### config.mk
export PLATFORM = sky130hd
export DESIGN_NAME = serial_subtractor
export DESIGN_NICKNAME = d
export VERILOG_FILES = /design/src/rtl/arith_pkg.sv /design/src/rtl/full_subtractor.sv /design/src/rtl/half_subtractor.sv /design/src/rtl/serial_subtractor.sv
export SDC_FILE = /design/constraint.sdc
export NUM_CORES = 1
export LEC_CHECK = 0
export CAP_MARGIN = 20
export CORE_MARGIN = 2
export CORE_UTILIZATION = 40
export DETAILED_ROUTE_END_ITERATION = 6
export PLACE_DENSITY_LB_ADDON = 0.25
export REMOVE_ABC_BUFFERS = 1
export SLEW_MARGIN = 0
export SYNTH_ARGS = -nofsm -noshare
export SYNTH_HDL_FRONTEND = slang
export SYNTH_SLANG_ARGS = --single-unit
export TNS_END_PERCENT = 1
### constraint.sdc
create_clock -name clk -period 1.5 [get_ports clk]
set_input_delay 0.225 -clock clk [delete_from_list [all_inputs] [get_ports clk]]
set_output_delay 0.225 -clock clk [all_outputs]
set_load 0.02 [all_outputs]
### src/rtl/arith_pkg.sv
// rtl/arith_pkg.sv - shared arithmetic-library types and sizing helpers
package arith_pkg;

    localparam int WIDTH_DEFAULT = 8;

    typedef enum logic [1:0] {
        IDLE = 2'd0,
        RUN  = 2'd1,
        DONE = 2'd2
    } state_t;

    // Bit count needed for a counter that runs 0 .. width-1.
    function automatic int cnt_width(input int width);
        return (width > 2) ? $clog2(width) : 1;
    endfunction

endpackage

### src/rtl/full_subtractor.sv
// rtl/full_subtractor.sv - gate-level full subtractor from two half subtractors and an OR
module full_subtractor (
    input  logic A,
    input  logic B,
    input  logic Bin,
    output logic Diff,
    output logic Bout
);

    logic w_d1;
    logic w_bo1;
    logic w_bo2;

    half_subtractor u_hs0 (
        .i_a      (A),
        .i_b      (B),
        .o_diff   (w_d1),
        .o_borrow (w_bo1)
    );

    half_subtractor u_hs1 (
        .i_a      (w_d1),
        .i_b      (Bin),
        .o_diff   (Diff),
        .o_borrow (w_bo2)
    );

    or u_or (Bout, w_bo1, w_bo2);

endmodule

### src/rtl/half_subtractor.sv
// rtl/half_subtractor.sv - gate-level half subtractor (a - b)
module half_subtractor (
    input  logic i_a,
    input  logic i_b,
    output logic o_diff,
    output logic o_borrow
);

    logic w_a_n;

    xor u_xor (o_diff, i_a, i_b);
    not u_not (w_a_n, i_a);
    and u_and (o_borrow, w_a_n, i_b);

endmodule

### src/rtl/serial_subtractor.sv
// rtl/serial_subtractor.sv - bit-serial A - B - Bin, LSB first, one bit per clock
// Optional overflow output Ovf enabled by SERIAL_SUBTRACTOR_OVF_EN.
module serial_subtractor
    import arith_pkg::*;
#(
    parameter int WIDTH = WIDTH_DEFAULT
) (
    input  logic             clk,
    input  logic             rst,
    input  logic             start,
    input  logic [WIDTH-1:0] A,
    input  logic [WIDTH-1:0] B,
    input  logic             Bin,
    output logic             busy,
    output logic             done,
    output logic [WIDTH-1:0] Diff,
    output logic             Bout
`ifdef SERIAL_SUBTRACTOR_OVF_EN
    ,
    output logic             Ovf
`endif
);

    localparam int             CW   = cnt_width(WIDTH);
    localparam logic [CW-1:0]  LAST = CW'(WIDTH - 1);

    state_t           r_state;
    state_t           w_next;
    logic [WIDTH-1:0] r_a;
    logic [WIDTH-1:0] r_b;
    logic [WIDTH-1:0] r_sh;
    logic [WIDTH-1:0] w_sh_next;
    logic [CW-1:0]    r_cnt;
    logic             r_brw;
    logic             w_d;
    logic             w_bo;
    logic             w_accept;
    logic             w_last;

    full_subtractor u_fs (
        .A    (r_a[0]),
        .B    (r_b[0]),
        .Bin  (r_brw),
        .Diff (w_d),
        .Bout (w_bo)
    );

    assign w_accept  = start && ((r_state == IDLE) || (r_state == DONE));
    assign w_last    = (r_state == RUN) && (r_cnt == LAST);
    // New difference bit enters at the MSB so the LSB-first stream lands in place.
    assign w_sh_next = (r_sh >> 1) | {w_d, {(WIDTH-1){1'b0}}};

    assign busy = (r_state == RUN);
    assign done = (r_state == DONE);

    always_ff @(posedge clk or posedge rst) begin
        if (rst) begin
            r_state <= IDLE;
        end else begin
            r_state <= w_next;
        end
    end

    always_comb begin
        w_next = r_state;
        case (r_state)
            IDLE:    if (start) w_next = RUN;
            RUN:     if (w_last) w_next = DONE;
            DONE:    w_next = start ? RUN : IDLE;
            default: w_next = IDLE;
        endcase
    end

    always_ff @(posedge clk or posedge rst) begin
        if (rst) begin
            r_a   <= '0;
            r_b   <= '0;
            r_sh  <= '0;
            r_cnt <= '0;
            r_brw <= 1'b0;
            Diff  <= '0;
            Bout  <= 1'b0;
`ifdef SERIAL_SUBTRACTOR_OVF_EN
            Ovf   <= 1'b0;
`endif
        end else if (w_accept) begin
            r_a   <= A;
            r_b   <= B;
            r_brw <= Bin;
            r_cnt <= '0;
            r_sh  <= '0;
        end else if (r_state == RUN) begin
            r_a   <= r_a >> 1;
            r_b   <= r_b >> 1;
            r_brw <= w_bo;
            r_cnt <= r_cnt + 1'b1;
            r_sh  <= w_sh_next;
            if (w_last) begin
                Diff <= w_sh_next;
                Bout <= w_bo;
`ifdef SERIAL_SUBTRACTOR_OVF_EN
                // Borrow into the MSB is the flop value while the MSB is processed.
                Ovf  <= r_brw ^ w_bo;
`endif
            end
        end
    end

endmodule

==> impl_metrics.json, run 1 <==
{
  "cts_buffers": 5,
  "ys.warnings.count": 0,
  "cts_max_path_buffers": 2,
  "dp_hpwl_mm": 2.61,
  "r2r_setup_slack_ps": 40,
  "antenna_left": 0,
  "slowest_delay_ps": 600,
  "wl_per_cell_um": 14.1,
  "layout.nets": 232,
  "vias": 1334,
  "worst-path-max-fanout": 2,
  "htree_levels": 2,
  "start_util_pct": 41.7,
  "dp_cells": 254,
  "io_pins": 31,
  "yosysTopAreaCell": "dfrtp_1",
  "yosys-top-cells-area": "dfrtp_1, mux2_2, o21ai_0, a21oi_1, nand2b_1",
  "crit_arrival_ps": 1230,
  "fin_crit_sh_pct": 97.3,
  "grt_pass1_vias": 1406,
  "cp-startpoint": "Diff[7]",
  "post_synth.cell_area_avg_sq_um": 10.8,
  "status": "complete, no violations",
  "multi_input_area_sq_um": 773,
  "clkTransAtPathRegs_ps": 70,
  "yosys.area.top_type_share_pct": 52.1,
  "cts_tree": "built",
  "core_area_sq_um": 4380,
  "critPathLaunchType": "flop",
  "critical_path_depth": 1,
  "syn2layout_area_growth_pct": 29.7,
  "required_ps": 1270,
  "max-cap-violations": 0,
  "fill_cells": 367,
  "end_kind": "output port",
  "first_pass_iters": 4,
  "final_cell_mix": "dfrtp_1, clkdlybuf4s50_1, mux2_2",
  "register_area_sq_um": 951,
  "clock_skew_ps": 4.83,
  "antenna_found_initial": 0,
  "layout_commonest_cell": "dfrtp_1",
  "die_x_um": 71.6,
  "n_antenna_cell": 0,
  "drt_iter0_drc": 116,
  "drc_errors": 0,
  "drive_gt1_share_pct": 20.7,
  "power_density_nw_per_um2": 1920,
  "io_buffers": 30,
  "rsz0062_at_grt": "true",
  "cts-root-buf": "clkbuf_8",
  "num_rows": 24,
  "yosys_register_bits": 38,
  "gp_congestion": 0.814,
  "worst_slew_pin_slew_ps": 244,
  "grt_max_degree": 39,
  "worstPathBufferInverterCount": 1,
  "finalWirelength_mm": 3.66,
  "critical_path_class": "reg -> out",
  "r2r_cells": 5,
  "ys_seq_area_share_pct": 52.1,
  "postCtsSetupRepairBufs": 0,
  "vdd_ir_drop_max_v": 0.000816,
  "grt_first_pass_wirelength_mm": 6.40,
  "cp_top_family": "buffers and inverters",
  "syn_inst": 169,
  "holdWs_ps": 289,
  "clk_latency_ps": 290,
  "fp.dieH_um": 71.6,
  "hp-class": "in -> async",
  "hold_viol_final": 0,
  "clkSinkCount": 38,
  "crit_chain": "clkdlybuf4s50_1",
  "rr_endpoint": "Diff[3]",
  "max-slew-margin-rel_pct": 83.7,
  "slew_viol_final": 0,
  "endpoint": "Diff[7]",
  "r2r-start": "r_cnt[0]",
  "fmax_mhz": 685,
  "synth_cell_types": 23,
  "finalNonFillerCells": 260,
  "layout_min_cycle_time_ps": 1460,
  "grt-ovfl-total": 0,
  "setup_viol": 0,
  "via_per_inst": 5.13,
  "crit_slowest_cell": "clkdlybuf4s50_1",
  "die_area_sq_um": 5120,
  "synth_area_sq_um": 1830,
  "power.leakage_nw": 1.13,
  "track_usage_pct": 15.9
}
==> registers in the layout, summed over array words and instances, names as in the netlist <==
name and cells:
Bout 1, r_b 8, r_brw 1, r_cnt 3
r_sh 7, Diff 8, r_state 2, r_a 8
==> through the flow <==
step           setup slack (ps)  TNS, ps  util, %  instance area (sq um)  total power, mW
2_1_floorplan              -223    -3500        -                   1760             3.09
3_3_place_gp               49.0        0     51.6                   2260             3.80
3_5_place_dp               1.15        0     51.6                   2260             3.91
4_1_cts                   0.947        0     53.5                   2340             4.61
5_1_grt                   -33.2     -199     54.1                   2370             4.93
6_report                   40.2        0     54.1                   2370             4.55
==> metal layers <==
metal  global-route usage, %  part of all wire, %  vias up
met5                       0                    0        -
met4                    5.03                 0.82        0
met3                    5.20                  5.4        4
met2                    24.8                   47       37
met1                    21.2                   46      637
li1                        -                    -      656
==> cells by family (layout without fill, tap and decap cells) <==
family                     count (synthesis)  in the layout  synth area share [%]
AOI/OAI and AO/OA                         44             44                  14.0
xor gates and xnor gates                   1              1                 0.480
adders and majority gates                  3              3                  2.47
buffers and inverters                     25             64                  6.44
DFF                                       38             38                  52.1
muxes                                     24             24                  14.4
and+or+nand+nor                           34             34                  10.2
==> synth_stat cells, drive strengths merged <==
cell,count
dfrtp,38
nor2b,6
nand2b,10
and2,1
buf,9
mux2i,6
a211oi,5
mux2,18
a21o,2
ha,2
nor2,1
a22o,2
a21oi,13
xnor2,1
o22ai,8
clkbuf,3
inv,13
nand3,2
nand2,11
o21ai,14
nand3b,3
fa,1
==> final cells by class <==
cell class / instances / share of cell area [%]
Clock buffer: 6 / 3.48
Inverter: 13 / 2.06
Multi-Input combinational cell: 106 / 32.6
Sequential cell: 38 / 40.1
Tap cell: 52 / 2.75
Timing Repair Buffer: 45 / 19.0
==> what timing repair did <==
action,4_1_cts,5_1_grt
endpoints found under the setup margin,7,18
resized for setup,3,12
hold buffers,0,0
pin swaps,0,1
==> worst min path at each step <==
stage	to	slack, ps	cells after the start
floorplan	r_sh[1]	330	1
global placement	r_b[6]	460	1
detailed placement	r_a[6]	470	1
CTS	Diff[2]	290	3
global route	Diff[3]	300	3
finish	Diff[3]	290	3
==> power breakdown <==
group | total [mW] | internal [mW] | switching [mW]
Combinational | 2.04 | 1.08 | 0.961
Clock | 0.698 | 0.354 | 0.344
Sequential | 1.81 | 1.50 | 0.308
Total | 4.55 | 2.94 | 1.61
Power figures use the tool's default switching activity.
==> inputs of run 2 (changes only) <==
--- a/config.mk
+++ b/config.mk
@@ -8,8 +8,9 @@
 export CAP_MARGIN = 20
 export CORE_MARGIN = 2
 export CORE_UTILIZATION = 40
+export CTS_CLUSTER_SIZE = 40
 export DETAILED_ROUTE_END_ITERATION = 6
-export PLACE_DENSITY_LB_ADDON = 0.25
+export PLACE_DENSITY = 0.68
 export REMOVE_ABC_BUFFERS = 1
 export SLEW_MARGIN = 0
 export SYNTH_ARGS = -nofsm -noshare
==> impl_metrics.json, run 2 (synthesis gave the netlist of run 1 again) <==
{
  "status": "complete, no violations",
  "clk_latency_ps": 290,
  "core_area_sq_um": 4380,
  "setup_tns_ps": 0,
  "drt_iter0_drc": 74,
  "io_pins": 31,
  "critPathLaunchType": "flop",
  "crit_arrival_ps": 1640,
  "finalWirelength_mm": 3.60,
  "drc_errors": 0,
  "grt_first_pass_wirelength_mm": 6.42,
  "required_ps": 1680,
  "setup_viol": 0,
  "dp_hpwl_mm": 2.51,
  "vias": 1342,
  "start_util_pct": 41.7,
  "max-slew-margin-rel_pct": 84.8,
  "clock_skew_ps": 4.08,
  "hold_viol_final": 0,
  "worst-path-max-fanout": 11,
  "cts_max_path_buffers": 2,
  "vdd_ir_drop_max_v": 0.000892,
  "first_pass_iters": 4,
  "layout_min_cycle_time_ps": 1460,
  "grt-ovfl-total": 0,
  "num_rows": 24,
  "cts_buffers": 5,
  "track_usage_pct": 16.1,
  "r2r-start": "r_cnt[0]",
  "wl_met3_um": 183,
  "met1_length_mm": 1.68,
  "io_buffers": 30,
  "n_antenna_cell": 0,
  "max-cap-violations": 0,
  "final_cell_mix": "dfrtp_1, clkdlybuf4s50_1, mux2_2",
  "routed-wl-met2_mm": 1.69,
  "fin_crit_sh_pct": 97.5,
  "power_density_nw_per_um2": 1930,
  "antenna_found_initial": 0,
  "fin_util_pct": 53.7,
  "rsz0062_at_grt": "true",
  "clkSinkCount": 38,
  "fp.dieH_um": 71.6,
  "hp-class": "in -> async",
  "critical_path_class": "reg -> reg",
  "cp-startpoint": "r_cnt[0]",
  "htree_levels": 2,
  "drive_gt1_share_pct": 19.8,
  "slew_viol_final": 0,
  "antenna_left": 0,
  "routed.top_layer": "met4",
  "gp_congestion": 0.706,
  "worst_slew_pin_slew_ps": 227,
  "syn2layout_area_growth_pct": 28.8,
  "layout.nets": 230,
  "die_x_um": 71.6,
  "power.leakage_nw": 1.10,
  "grt_pass1_vias": 1389,
  "die_area_sq_um": 5120,
  "grt_max_degree": 39,
  "postCtsSetupRepairBufs": 0,
  "top_regs": "Diff x8, r_a x8, r_b x8",
  "clkTransAtPathRegs_ps": 70,
  "layout_commonest_cell": "dfrtp_1",
  "cts-root-buf": "clkbuf_8",
  "fmax_mhz": 684,
  "wl_per_cell_um": 13.9,
  "cts_tree": "built",
  "via_per_inst": 5.18,
  "end_kind": "flop"
}
run 2: cell types whose count changed in the layout (fill, tap and decap cells not counted), moves of 2 or more:
cell / change
buf_4: -5
buf_6: +2
clkbuf_1: +2
dlymetal6s2s_1: -2
run 2: path summary, 6_finish.rpt:
kind,slack (ps),depth (start not counted),end
setup / recovery,40,5,Diff[5]
hold / removal,280,3,Diff[3]
setup reg to reg,40,5,Diff[5]
hold reg to reg,490,2,Bout
max in group asynchronous,1020,3,r_b[1]
min in group clk,490,2,Bout
run 2: worst max-delay path: stages (launching register included):
cell and delay (ps):
dfrtp_1 390, ha_2 180, ha_2 170, nand3b_1 130, buf_12 150, mux2_2 340
run 2: cell type report:
type                       instances  area (sq um)
clock buffer                       7          76.3
fill                             397          2030
inverter                          13          48.8
multi-input combinational        106           767
sequential                        38           951
tap                               52          65.1
timing repair buffer              43           444
run 2: per-layer routing:
metal	GRT usage, %	vias to the layer above
li1	-	653
met3	4.36	6
met4	6.29	0
met1	22.0	647
met2	24.5	36
met5	0	-
run 2: through the flow:
step	hold WS [ps]	cell area (sq um)	setup slack, ps	instances	power (mW)
floorplan	332	1760	-223	157	3.09
global placement	467	2260	45.6	252	3.80
detailed placement	471	2260	-3.70	252	3.92
CTS	300	2330	6.77	259	4.57
global route	309	2350	-13.0	259	4.92
finish	283	2350	37.2	259	4.54
run 2: where the power goes:
| group | total [mW] | internal, mW | switching, mW | leakage (nW) |
|---|---|---|---|---|
| clock | 0.657 | 0.320 | 0.337 | 0.0383 |
| sequential | 1.81 | 1.50 | 0.308 | 0.467 |
| combinational | 2.07 | 1.10 | 0.971 | 0.598 |
| total | 4.54 | 2.92 | 1.62 | 1.10 |
run 2: repair_timing:
item | 4_1_cts | 5_1_grt
endpoints found under the setup margin | 7 | 15
resized for setup | 4 | 13
hold buffers | 0 | 0
